<file path="src/rtl/addertree_pkg.sv">
// rtl/addertree_pkg.sv - shared constants and elaboration helpers for the signed adder tree
package addertree_pkg;

   localparam logic MODE_SUM = 1'b0;
   localparam logic MODE_ACC = 1'b1;
   localparam int   COUNT_W  = 8;

   function automatic int clog2(input int n);
      int r;
      int v;
      r = 0;
      v = 1;
      while (v < n) begin
         v = v * 2;
         r = r + 1;
      end
      return r;
   endfunction

   function automatic int out_w(input int width, input int num, input int acc_bits);
      return width + clog2(num) + acc_bits;
   endfunction

   // Operands still in flight after a given number of pairwise levels.
   function automatic int level_count(input int num, input int level);
      int n;
      n = num;
      for (int i = 0; i < level; i++) begin
         n = (n + 1) / 2;
      end
      return n;
   endfunction

endpackage

</file>
<file path="src/rtl/addertree_level.sv">
// rtl/addertree_level.sv - one registered pairwise-add level with hold enable
module addertree_level #(
   parameter  int N_IN  = 7,
   parameter  int W_IN  = 17,
   localparam int N_OUT = (N_IN + 1) / 2,
   localparam int W_OUT = W_IN + 1
) (
   input  logic                   clk,
   input  logic                   rst,
   input  logic                   en,
   input  logic [N_IN*W_IN-1:0]   in_data,
   input  logic                   in_valid,
   input  logic                   in_mode,
   input  logic                   in_last,
   output logic [N_OUT*W_OUT-1:0] out_data,
   output logic                   out_valid,
   output logic                   out_mode,
   output logic                   out_last
);

   function automatic logic [W_OUT-1:0] sext(input logic [W_IN-1:0] v);
      return {v[W_IN-1], v};
   endfunction

   logic [N_OUT*W_OUT-1:0] sum;

   // One extra bit per level keeps every pairwise sum exact.
   always_comb begin
      sum = '0;
      for (int k = 0; k < N_IN / 2; k++) begin
         sum[k*W_OUT +: W_OUT] = sext(in_data[2*k*W_IN +: W_IN])
                               + sext(in_data[(2*k+1)*W_IN +: W_IN]);
      end
      if (N_IN % 2 == 1) begin
         sum[(N_OUT-1)*W_OUT +: W_OUT] = sext(in_data[(N_IN-1)*W_IN +: W_IN]);
      end
   end

   always_ff @(posedge clk) begin
      if (rst) begin
         out_data  <= '0;
         out_valid <= 1'b0;
         out_mode  <= 1'b0;
         out_last  <= 1'b0;
      end else if (en) begin
         out_data  <= sum;
         out_valid <= in_valid;
         out_mode  <= in_mode;
         out_last  <= in_last;
      end
   end

endmodule

</file>
<file path="src/rtl/pipelined_signed_addertree.sv">
// rtl/pipelined_signed_addertree.sv - pipelined signed adder tree with frame accumulator
module pipelined_signed_addertree
   import addertree_pkg::*;
#(
   parameter  int WIDTH    = 17,
   parameter  int NUM      = 7,
   parameter  int ACC_BITS = 8,
   localparam int L        = clog2(NUM),
   localparam int OUT_W    = out_w(WIDTH, NUM, ACC_BITS)
) (
   input  logic                    clk,
   input  logic                    rst,
   input  logic [NUM*WIDTH-1:0]    in_data,
   input  logic                    in_valid,
   output logic                    in_ready,
   input  logic                    in_mode,
   input  logic                    in_last,
   output logic signed [OUT_W-1:0] out_data,
   output logic [COUNT_W-1:0]      out_count,
   output logic                    out_valid,
   input  logic                    out_ready
);

   localparam int TREE_W = WIDTH + L;

   logic en;
   assign en       = !(out_valid && !out_ready);
   assign in_ready = en;

   logic [NUM*WIDTH-1:0] s0_data;
   logic                 s0_valid;
   logic                 s0_mode;
   logic                 s0_last;

   always_ff @(posedge clk) begin
      if (rst) begin
         s0_data  <= '0;
         s0_valid <= 1'b0;
         s0_mode  <= 1'b0;
         s0_last  <= 1'b0;
      end else if (en) begin
         s0_data  <= in_data;
         s0_valid <= in_valid;
         s0_mode  <= in_mode;
         s0_last  <= in_last;
      end
   end

   for (genvar i = 0; i < L; i++) begin : g_lvl
      localparam int NI = level_count(NUM, i);
      localparam int WI = WIDTH + i;
      localparam int NO = (NI + 1) / 2;

      logic [NI*WI-1:0]     d_in;
      logic                 v_in, m_in, l_in;
      logic [NO*(WI+1)-1:0] d_out;
      logic                 v_out, m_out, l_out;

      if (i == 0) begin : g_head
         assign d_in = s0_data;
         assign v_in = s0_valid;
         assign m_in = s0_mode;
         assign l_in = s0_last;
      end else begin : g_chain
         assign d_in = g_lvl[i-1].d_out;
         assign v_in = g_lvl[i-1].v_out;
         assign m_in = g_lvl[i-1].m_out;
         assign l_in = g_lvl[i-1].l_out;
      end

      addertree_level #(
         .N_IN (NI),
         .W_IN (WI)
      ) u_level (
         .clk       (clk),
         .rst       (rst),
         .en        (en),
         .in_data   (d_in),
         .in_valid  (v_in),
         .in_mode   (m_in),
         .in_last   (l_in),
         .out_data  (d_out),
         .out_valid (v_out),
         .out_mode  (m_out),
         .out_last  (l_out)
      );
   end

   logic [TREE_W-1:0]  tree;
   logic [OUT_W-1:0]   sum_ext;
   logic [OUT_W-1:0]   acc;
   logic [COUNT_W-1:0] cnt;
   logic [COUNT_W-1:0] cnt_inc;

   assign tree    = g_lvl[L-1].d_out;
   assign sum_ext = OUT_W'($signed(tree));
   assign cnt_inc = (cnt == {COUNT_W{1'b1}}) ? cnt : cnt + COUNT_W'(1);

   // A mode-0 beat or a frame's last beat emits a result and restarts the frame.
   always_ff @(posedge clk) begin
      if (rst) begin
         out_data  <= '0;
         out_count <= '0;
         out_valid <= 1'b0;
         acc       <= '0;
         cnt       <= '0;
      end else if (en) begin
         out_valid <= 1'b0;
         if (g_lvl[L-1].v_out) begin
            if (g_lvl[L-1].m_out == MODE_SUM) begin
               out_data  <= sum_ext;
               out_count <= COUNT_W'(1);
               out_valid <= 1'b1;
               acc       <= '0;
               cnt       <= '0;
            end else if (g_lvl[L-1].l_out) begin
               out_data  <= acc + sum_ext;
               out_count <= cnt_inc;
               out_valid <= 1'b1;
               acc       <= '0;
               cnt       <= '0;
            end else begin
               acc <= acc + sum_ext;
               cnt <= cnt_inc;
            end
         end
      end
   end

endmodule

</file>
<file path="config.mk">
export PLATFORM = sky130hd
export DESIGN_NAME = pipelined_signed_addertree
export DESIGN_NICKNAME = d
export VERILOG_FILES = /design/src/rtl/addertree_pkg.sv /design/src/rtl/addertree_level.sv /design/src/rtl/pipelined_signed_addertree.sv
export SDC_FILE = /design/constraint.sdc
export NUM_CORES = 1
export LEC_CHECK = 0
export BUFFER_PORTS_ARGS = -buffer_cell sky130_fd_sc_hd__buf_2
export CAP_MARGIN = 30
export CORE_UTILIZATION = 25
export CTS_BUF_LIST = sky130_fd_sc_hd__clkbuf_2 sky130_fd_sc_hd__clkbuf_4 sky130_fd_sc_hd__clkbuf_8
export DETAILED_ROUTE_END_ITERATION = 8
export GPL_TIMING_DRIVEN = 0
export PLACE_DENSITY_LB_ADDON = 0.3
export SYNTH_ARGS = -nofsm -noshare
export SYNTH_HDL_FRONTEND = slang
export SYNTH_SLANG_ARGS = --single-unit
</file>
<file path="constraint.sdc">
create_clock -name clk -period 3.4 [get_ports clk]
set_clock_uncertainty 0.15 [all_clocks]
set_input_delay 0.17 -clock clk [delete_from_list [all_inputs] [get_ports clk]]
set_output_delay 0.17 -clock clk [all_outputs]
set_load 0.01 [all_outputs]
</file>
* Word level (Yosys, flattened, before mapping) *
Cells that the tools add are included.

cells by class
  mux-type cells = 12
  eq/ne operators = 2
  bitwise logic cells = 1
  $add $sub $neg = 8
  reduce and logical (&&, ||, !) cells = 5

operators by type and width
  kind                                          number
  two-way mux 28 bit                            4
  adder 17 x 17 -> 18 bit                       3
  two-way mux 8 bit                             5
  adder 28 bit                                  1
  adder 19 x 19 -> 20 bit                       1
  adder 18 x 17 -> 19 bit                       1
  adder 18 x 18 -> 19 bit                       1
  adder 8 x 1 -> 8 bit, second input constant   1
  equality test 8 bit, second input constant    1
  two-way mux 1 bit                             3
  AND reduction 3 bit                           1
  zero test 1 bit                               2
  inequality test 2 bit, second input constant  1
  AND reduction 2 bit                           1
  logical AND 1 bit                             1
  inverter 1 bit                                1

word-level totals
  logic and storage cells = 49
  input bits = 125
  output and inout port bits = 38
  register bits after elaboration = 333

* Logic depth before layout (Yosys ltp) *
Gate-level depths: netlist of the first run.

  word-level depth = 4
  depth in mapped cells = 10
  depth with buffers taken out = 10

* Cells and area by module *
Synthesis of the first run repeated with hierarchy kept, for this count alone.

second synthesis, totals
  cell total of the unflattened synthesis = 2218
  area total of the unflattened synthesis = 18310.1 um^2

modules (own cells, without submodules)
  module                               area each (um^2)  instances  cells an instance  seq. area each (um^2)
  pipelined_signed_addertree           8454.4            1          1042               3903.7
  addertree_level at g_lvl[0].u_level  4825.9            1          550                1481.4
  addertree_level at g_lvl[1].u_level  3294.4            1          424                820.8
  addertree_level at g_lvl[2].u_level  1735.4            1          202                460.4

* Worst setup path before layout of the first run *
Ideal clock, no wire load.

  kind = reg-to-reg
  from = reg s0_data[34], in the netlist g_lvl[0].d_in[34]
  to = reg g_lvl[0].u_level.out_data[34]
  setup time = 0.125 ns
  clock period less this slack = 2.613 ns
  stages on the path, launching flop included = 11
  data arrival time = 2.338 ns
  setup slack = 0.787 ns
  cells stage by stage = dfxtp_1 -> ha_1 -> fa_1 -> a211o_1 -> a21oi_1 -> o21bai_2 -> a31oi_4 -> nor3_2 -> a2111oi_2 -> xor2_1 -> o21ai_1

on the way
  word-level cells in the longest chain between the ends = 1

ends and longest elaborated chain
  item                     line                              RTL
  start, declared          pipelined_signed_addertree.sv:30  logic [NUM*WIDTH-1:0] s0_data;
  start signal, assigned   pipelined_signed_addertree.sv:42  s0_data <= in_data;
  adder 17 x 17 -> 18 bit  addertree_level.sv:32             + sext(in_data[(2*k+1)*W_IN +: W_IN]);
  end signal, assigned     addertree_level.sv:46             out_data <= sum;
  end, declared            addertree_level.sv:15             output logic [N_OUT*W_OUT-1:0] out_data,

No other way between the ends.
A chain may end at the register's enable or synchronous reset.

* Worst setup path in the final report of the first run *
  from = reg out_valid
  to = out in_ready

on the way
  word-level cells in the longest chain between the ends = 2

ends and longest elaborated chain
  item                    line                               RTL
  start, declared         pipelined_signed_addertree.sv:20   output logic out_valid,
  start signal, assigned  pipelined_signed_addertree.sv:104  out_valid <= 1'b0;
  start signal, assigned  pipelined_signed_addertree.sv:108  out_valid <= 1'b0;
  start signal, assigned  pipelined_signed_addertree.sv:113  out_valid <= 1'b1;
  logical AND 1 bit       pipelined_signed_addertree.sv:27   assign en = !(out_valid && !out_ready);
  zero test 1 bit         pipelined_signed_addertree.sv:27
  end, declared           pipelined_signed_addertree.sv:15   output logic in_ready,

No other way between the ends.

==> results of run 1 <==
-- critical path, cell delays in order (launching register included) --
cell and delay, ns:
sky130_fd_sc_hd__dfxtp_1 0.33, sky130_fd_sc_hd__nor2b_2 0.21, sky130_fd_sc_hd__clkinv_1 0.16, sky130_fd_sc_hd__clkbuf_1 0.57
sky130_fd_sc_hd__buf_1 0.59, sky130_fd_sc_hd__buf_2 0.28
-- flip-flops by register name, summed over array words and instances, names as in the netlist, 3 cells and up --
register	cells
g_lvl.u_level.out_data	129
g_lvl.d_in	119
acc	28
out_data	28
cnt	8
out_count	8
g_lvl.u_level.out_last	3
g_lvl.u_level.out_mode	3
g_lvl.u_level.out_valid	3
-- final cells by class --
type                    instances  area [um^2]  share of cell area (%)
flip-flops and latches        333         6670                    30.2
repair buffers                287         2060                    9.33
inverters                      26         97.6                   0.442
plain buffers                 111          427                    1.93
clock inverters                20          188                   0.850
well taps                     931         1160                    5.27
multi-input cells            1722        10400                    47.0
clock buffers                  88         1100                    5.00
diodes                          1         2.50                  0.0113
-- report_power, final --
group          switching [mW]  leakage (nW)  internal, mW  total, mW
sequential              0.223          2.74          4.17       4.39
clock                    1.83         0.689          2.26       4.09
combinational           0.976          6.20         0.739       1.71
-- stage by stage --
| step | std cells | worst slack [ns] | util, % |
|---|---|---|---|
| 2_1_floorplan | 2192 | 0.787 | - |
| 3_3_place_gp | 3285 | -0.197 | 28.3 |
| 3_5_place_dp | 3287 | -0.123 | 28.3 |
| 4_1_cts | 3518 | 0.164 | 32.0 |
| 5_1_grt | 3518 | 0.118 | 32.0 |
| 6_report | 3519 | 0.267 | 32.0 |
-- layer usage --
layer  track usage [%]  routed length (um)  part of all wire (%)
met1              20.4               26500                    45
met2              28.9               28500                    48
met3              2.23                2370                   4.0
met4              4.94                1510                   2.6
met5                 0                   0                     0
-- worst min path at each step --
stage | slack, ns | cells after the start | from | end
global placement | 0.27 | 3 | in_data[97] | g_lvl[0].d_in[97]
finish | 0.11 | 4 | in_data[97] | g_lvl[0].d_in[97]
detailed placement | 0.27 | 3 | in_data[104] | g_lvl[0].d_in[104]
floorplan | 0.16 | 2 | in_data[0] | g_lvl[0].d_in[0]
CTS | 0.04 | 4 | in_data[97] | g_lvl[0].d_in[97]
global route | 0.08 | 4 | in_data[80] | g_lvl[0].d_in[80]
-- kinds of logic after synthesis --
group                      Yosys count
muxes                               18
xor gates and xnor gates           116
DFF                                333
and+or+nand+nor                    770
adders and majority gates          141
buffers and inverters              137
AOI/OAI and AO/OA                  677
-- placed cells by master (no fill, tap or decap), drive strengths merged, types with 4 or more instances in the layout --
cell and count:
or3 8, clkbuf 192, nor2 128, a21o 72, or2 4, a22oi 22
a211o 5, nand3 21, a31oi 18, a211oi 34, o21a 14, xnor2 63
clkinv 15, dfxtp 333, a22o 6, a21oi 317, dlygate4sd3 123, o21ai 105
or4 4, xor2 52, nor4 4, nor3b 4, nor2b 14, buf 171
nand2 508, inv 27, nand4 11, o211ai 12, a311oi 8, and2 8
o22ai 9, o21bai 16, mux2i 17, fa 7, nand2b 17, nor3 20
a221oi 4, and3 13, ha 134, o31ai 11
-- what timing repair did --
| item | 4_1_cts | 5_1_grt |
|---|---|---|
| hold buffers | 123 | 0 |
| gates resized for setup | 2 | 0 |
| setup buffers | 0 | 0 |
| endpoints found under the setup margin | 19 | 0 |
| endpoints found under the hold margin | 123 | 0 |
-- cell usage after synthesis (6+ instances only) --
master	number	share of area, %
sky130_fd_sc_hd__nand2_1	508	11
sky130_fd_sc_hd__dfxtp_1	333	38
sky130_fd_sc_hd__a21oi_1	312	8.9
sky130_fd_sc_hd__ha_1	134	9.5
sky130_fd_sc_hd__nor2_1	128	2.7
sky130_fd_sc_hd__clkbuf_1	104	2.2
sky130_fd_sc_hd__o21ai_0	99	2.8
sky130_fd_sc_hd__a21o_1	71	3.0
sky130_fd_sc_hd__xnor2_1	63	3.1
sky130_fd_sc_hd__xor2_1	52	2.6
sky130_fd_sc_hd__a211oi_1	33	1.4
sky130_fd_sc_hd__inv_1	24	0.51
sky130_fd_sc_hd__a22oi_1	22	0.94
sky130_fd_sc_hd__nand3_1	21	0.60
sky130_fd_sc_hd__nor3_1	19	0.54
sky130_fd_sc_hd__mux2i_1	17	0.97
sky130_fd_sc_hd__nand2b_1	17	0.61
sky130_fd_sc_hd__a31oi_1	16	0.57
sky130_fd_sc_hd__o21bai_1	15	0.64
sky130_fd_sc_hd__nor2b_1	14	0.50
sky130_fd_sc_hd__o21a_1	14	0.60
sky130_fd_sc_hd__and3_1	13	0.46
sky130_fd_sc_hd__o211ai_1	12	0.51
sky130_fd_sc_hd__nand4_1	11	0.39
sky130_fd_sc_hd__o22ai_1	9	0.32
sky130_fd_sc_hd__o31ai_1	9	0.38
sky130_fd_sc_hd__a311oi_1	8	0.40
sky130_fd_sc_hd__and2_1	8	0.28
sky130_fd_sc_hd__or3_1	8	0.28
sky130_fd_sc_hd__fa_1	7	0.80
sky130_fd_sc_hd__a22o_1	6	0.30
==> flow_summary.yaml, run 1 <==
worst_setup_path:
  worst_reg2reg_path_startpoint: "out_valid"
  critical_path.reg2reg.endpoint: "g_lvl[1].u_level.out_data[6]"
  worst-endpoint-arrival_ns: 2.81
  worst-endpoint-required_ns: 3.08
  path_max_fanout: 10
  timing.critical_path.from: "out_valid"
  timing.critical_path.from_type: "flop"
  reg2reg_path_depth: 7
  end_kind: "output pin"
  setup.worst_path.end: "in_ready"
  crit_type: "flop to output pin"
  regToRegSetupSlack_ns: 0.33
cts:
  cts_num_sinks: 333
  tritoncts: "done"
  cts_inserted_buffers: 61
  cts_max_level: 2
  clkLatencyLatePin_ns: 0.70
  ctsLongestPathBuffers: 3
  worst_setup_hold_path_clk_slew_ns: 0.06
  cts.root.buffer_cell: "sky130_fd_sc_hd__clkbuf_8"
logic_synthesis:
  post_synthesis_mux_area_share_pct: 1.03
  synth.yosys.warnings: 0
  synth_fp_nets: 2458
  synth_compound_area_share_pct: 23.6
  edff_count_synth: 0
  synth_flop_cell: "sky130_fd_sc_hd__dfxtp_1"
  postSynthCellCount: 2192
  avgSynthCellArea_um2: 8.01
  dominant_combinational_cell_family_by_area_after_synthesis: "compound AO/OA/AOI/OAI gates"
  yosysSeqAreaShare_pct: 38.0
  synth.lib_cells_used.distinct: 75
  yosys_register_bits: 333
  synth-async-reset-ratio_pct: 0
  post_synthesis_instance_area_mm2: 0.0176
  synth-simple-area-share_pct: 18.2
  synthAdderAreaFrac_pct: 10.3
  synth_xor_xnor_area_share_pct: 5.86
drt:
  route.detailed.vias_per_inst: 4.70
  drt.antenna.violating_nets: 0
  drt-wirelength-per-cell_um: 16.7
  totalWireLength_mm: 58.9
  route.detailed.drc: 0
  num_vias: 16527
  drt_pass1_iterations: 7
  dr.first_iter.drc_count: 891
cells_and_area:
  layout-area-overhead-vs-synth_pct: 25.8
  layout.cell_area.non_filler_mm2: 0.0221
  filler_cells_inserted: 7543
  fin_nets: 2808
  fraction_of_layout_cells_with_a_size_suffix_above_1_pct: 11.7
sta:
  rsz0062_at_grt: "no"
  final.min_clock_period_ns: 3.13
  timing_worst_slew_pin_value_ns: 0.984
  final.setup.tns_ns: 0
  clock.fmax_mhz: 319
  hold-worst-slack_ns: 0.107
  final-setup-viol-count: 0
  hold_violations: 0
  maxSlewHeadroom_pct: 34.4
  final_max_slew_viol_count: 0
  period_share_pct: 92.1
global_route:
  global_route_overflow: 0
  grt_pass1_vias: 16157
  grt_max_degree: 19
  global_route_wire_length_before_repair_mm: 90.2
  groute.usage.overall_pct: 16.3
  initial_antenna_violation_count: 0
pwr:
  power_leakage_nw: 9.63
  power-per-cell-area_mw_per_mm2: 461
  irDropWorstVdd_uv: 291
  post-layout-total-power_mw: 10.2
floorplanning:
  design.die.area_mm2: 0.0713
  placement_rows: 96
  core-area_mm2: 0.0691
  vertical_die_dimension_um: 267
  die_x_um: 267
  initial_util_pct: 25.4
  boundaryPins: 163
placed_design:
  dp.final_hpwl_mm: 44.7
  dpl-instance-area_mm2: 0.0196
  gp_congestion: 0.901
  buffer_ports.inserted: 162
run:
  timing.max_cap.violations: 0
run_status:
  outcome: "completed"
min_path:
  hold_class: "primary input to flop"
No activity file was read; power rests on OpenSTA's default activity.
==> run 2, diff against run 1 <==
--- a/config.mk
+++ b/config.mk
@@ -14,4 +14,5 @@
 export PLACE_DENSITY_LB_ADDON = 0.3
 export SYNTH_ARGS = -nofsm -noshare
 export SYNTH_HDL_FRONTEND = slang
+export SYNTH_HIERARCHICAL = 1
 export SYNTH_SLANG_ARGS = --single-unit
==> flow_summary.yaml, run 2 <==
worst_setup_path:
  crit_type: "flop to flop"
  reg2reg_path_depth: 10
  worst-path-stages: 10
  worst-path-buf-inv: 0
  path_max_fanout: 6
  timing.critical_path.from_type: "flop"
  timing.critical_path.from: "g_lvl[2].u_level/out_data[7]"
  worst-endpoint-required_ns: 3.75
  worst-endpoint-arrival_ns: 3.56
  worst_reg2reg_path_startpoint: "g_lvl[2].u_level/out_data[7]"
  crit_path_cell_trace: "ha_1, and4_4, o2111a_1, o21ai_2, and3_1, o41a_1, o211a_1, xnor3_4, a221oi_1, nor2_1"
  timing.critical_path.slowest_cell_delay_ns: 0.49
  crit_slowest_cell: "sky130_fd_sc_hd__o41a_1"
  worst_path_dominant_cell_family: "compound AO/OA/AOI/OAI gates"
  end_kind: "flop"
logic_synthesis:
  synth.top_cells.by_count: "sky130_fd_sc_hd__nand2_1 (359), sky130_fd_sc_hd__dfxtp_1 (333), sky130_fd_sc_hd__a21oi_1 (238)"
  synth-async-reset-ratio_pct: 0
  synth_flop_cell: "sky130_fd_sc_hd__dfxtp_1"
  synth_top_area_share_pct: 36.4
  avgSynthCellArea_um2: 8.26
  synthDominantAreaCellType: "sky130_fd_sc_hd__dfxtp_1"
  synth.lib_cells_used.distinct: 100
  most_frequent_cell_after_synthesis: "sky130_fd_sc_hd__nand2_1"
  yosysSeqAreaShare_pct: 36.4
  synth.yosys.warnings: 6
  postSynthCellCount: 2218
  yosys_register_bits: 333
  post_synthesis_instance_area_mm2: 0.0183
  edff_count_synth: 0
  synth.area.top_cells: "sky130_fd_sc_hd__dfxtp_1 (36%), sky130_fd_sc_hd__ha_1 (9.2%), sky130_fd_sc_hd__nand2_1 (7.4%)"
  synth_fp_nets: 2484
min_path:
  startpoint_of_the_lowest_slack_hold_path: "in_data[68]"
  hold-path-cell-count: 4
  hold_class: "primary input to flop"
cells_and_area:
  final_core_utilization_pct: 32.1
  fin_nets: 2839
  filler_cells_inserted: 7681
  layout.cells.most_common_list: "sky130_fd_sc_hd__nand2_1 (359), sky130_fd_sc_hd__dfxtp_1 (333), sky130_fd_sc_hd__a21oi_1 (238), sky130_fd_sc_hd__nor2_1 (228), sky130_fd_sc_hd__buf_2 (173)"
  largest_register_ff_count: 129
  mostFrequentLayoutCell: "sky130_fd_sc_hd__nand2_1"
  registers.top_by_ff_count: "g_lvl.u_level/out_data"
  fraction_of_layout_cells_with_a_size_suffix_above_1_pct: 12.9
  layout.cell_area.non_filler_mm2: 0.0231
  layout-area-overhead-vs-synth_pct: 26.4
pwr:
  post-layout-total-power_mw: 11.0
  power_leakage_nw: 10.4
  power_frac_clock_pct: 43.5
  power-per-cell-area_mw_per_mm2: 474
  p_comb_share_pct: 16.5
  irDropWorstVdd_uv: 256
  power.share.switching_pct: 28.5
  power_report.internal_total_mw: 7.85
  power_switching_mw: 3.13
  pwr-share-seq_pct: 40.0
drt:
  num_vias: 16648
  drt_pass1_iterations: 5
  drt.antenna.violating_nets: 0
  route.detailed.vias_per_inst: 4.66
  dr.first_iter.drc_count: 785
  route.detailed.drc: 0
  totalWireLength_mm: 57.2
  drt-wirelength-per-cell_um: 16.0
cts:
  worst_setup_hold_path_clk_slew_ns: 0.06
  ctsLongestPathBuffers: 3
  tritoncts: "done"
  cts.root.buffer_cell: "sky130_fd_sc_hd__clkbuf_8"
  cts_max_level: 3
  cts_inserted_buffers: 67
  cts_num_sinks: 333
  clkLatencyLatePin_ns: 0.65
floorplanning:
  boundaryPins: 163
  vertical_die_dimension_um: 273
  placement_rows: 98
  design.die.area_mm2: 0.0743
  die_x_um: 273
  initial_util_pct: 25.4
  core-area_mm2: 0.0720
placed_design:
  place_ws_ns: -0.760
  dpl-instance-area_mm2: 0.0203
  buffer_ports.inserted: 162
  dp.final_hpwl_mm: 43.6
  gp_congestion: 0.881
run:
  timing.max_cap.violations: 0
global_route:
  grt_pass1_vias: 16345
  global_route_wire_length_before_repair_mm: 90.1
  grt_max_degree: 18
  groute.usage.overall_pct: 15.3
  global_route_overflow: 0
  initial_antenna_violation_count: 3
run_status:
  outcome: "completed"
sta:
  final.min_clock_period_ns: 3.20
  clock.fmax_mhz: 312
  final_setup_margin_ns: 0.197
  hold_violations: 0
  final-setup-viol-count: 0
  maxSlewHeadroom_pct: 39.7
  timing_worst_slew_pin_value_ns: 0.905
  period_share_pct: 94.2
  final_max_slew_viol_count: 0
  rsz0062_at_grt: "no"
[run 2: what timing repair did]
item	in CTS	in global routing
setup endpoints to repair	103	29
hold buffers	123	0
resized for setup	6	2
cloned	0	0
buffers inserted	0	0
endpoints found under the hold margin	129	0
pin swaps	0	0
[run 2: worst paths after layout]
| kind | endpoint | slack [ns] |
|---|---|---|
| setup / recovery | out_data[27] | 0.20 |
| hold / removal | g_lvl[0].d_in[68] | 0.16 |
| setup reg to reg | out_data[27] | 0.20 |
| hold reg to reg | g_lvl[0].d_in[117] | 0.30 |
[run 2: per-stage QoR]
stage | cells | setup TNS, ns | hold WS (ns)
floorplan | 2218 | 0 | 0.160
global placement | 3330 | -78.29 | 0.270
detailed placement | 3332 | -38.65 | 0.268
CTS | 3572 | 0 | 0.0834
global route | 3575 | 0 | 0.118
finish | 3575 | 0 | 0.157
[run 2: metal layers]
layer,GRT usage (%),share of wire (%)
met3,2.72,4.0
met1,20.0,47
met5,0,0
met4,4.73,2.3
met2,25.5,47
[run 2: tightest hold or removal path, cell delays in order]
cell and delay [ns]:
sky130_fd_sc_hd__dlygate4sd3_1 0.53, sky130_fd_sc_hd__buf_2 0.12, sky130_fd_sc_hd__nand2_1 0.05, sky130_fd_sc_hd__a21oi_1 0.05
[run 2: power by group through the flow]
| stage | Combinational [mW] | Clock (mW) | Sequential (mW) |
|---|---|---|---|
| 4_1_cts | 1.82 | 4.94 | 4.40 |
| 6_report | 1.81 | 4.77 | 4.39 |
| 3_5_place_dp | 1.70 | 0 | 4.48 |
| 2_1_floorplan | 1.25 | 0 | 4.37 |
| 3_3_place_gp | 1.69 | 0 | 4.48 |
| 5_1_grt | 2.04 | 5.12 | 4.42 |
[run 2: cell type report]
cell class | count | area (um^2) | area share [%]
timing repair buffer | 287 | 2060 | 8.91
multi-input combinational | 1718 | 11000 | 47.3
clock inverter | 22 | 282 | 1.22
clock buffer | 96 | 1280 | 5.52
buffer | 120 | 528 | 2.28
tap | 950 | 1190 | 5.14
sequential | 333 | 6670 | 28.8
antenna | 3 | 7.51 | 0.0324
inverter | 46 | 175 | 0.757
[run 2: kinds of logic (layout without fill, tap and decap cells)]
logic type	count (synthesis)	after routing	share of synthesized area (%)
other cells	0	3	0
flops	333	333	36.4
xor+xnor	91	91	4.45
simple gates	786	786	18.8
fa+ha+maj	141	141	9.92
buf+inv	167	571	3.78
mux	98	98	5.37
compound gates	602	602	21.3
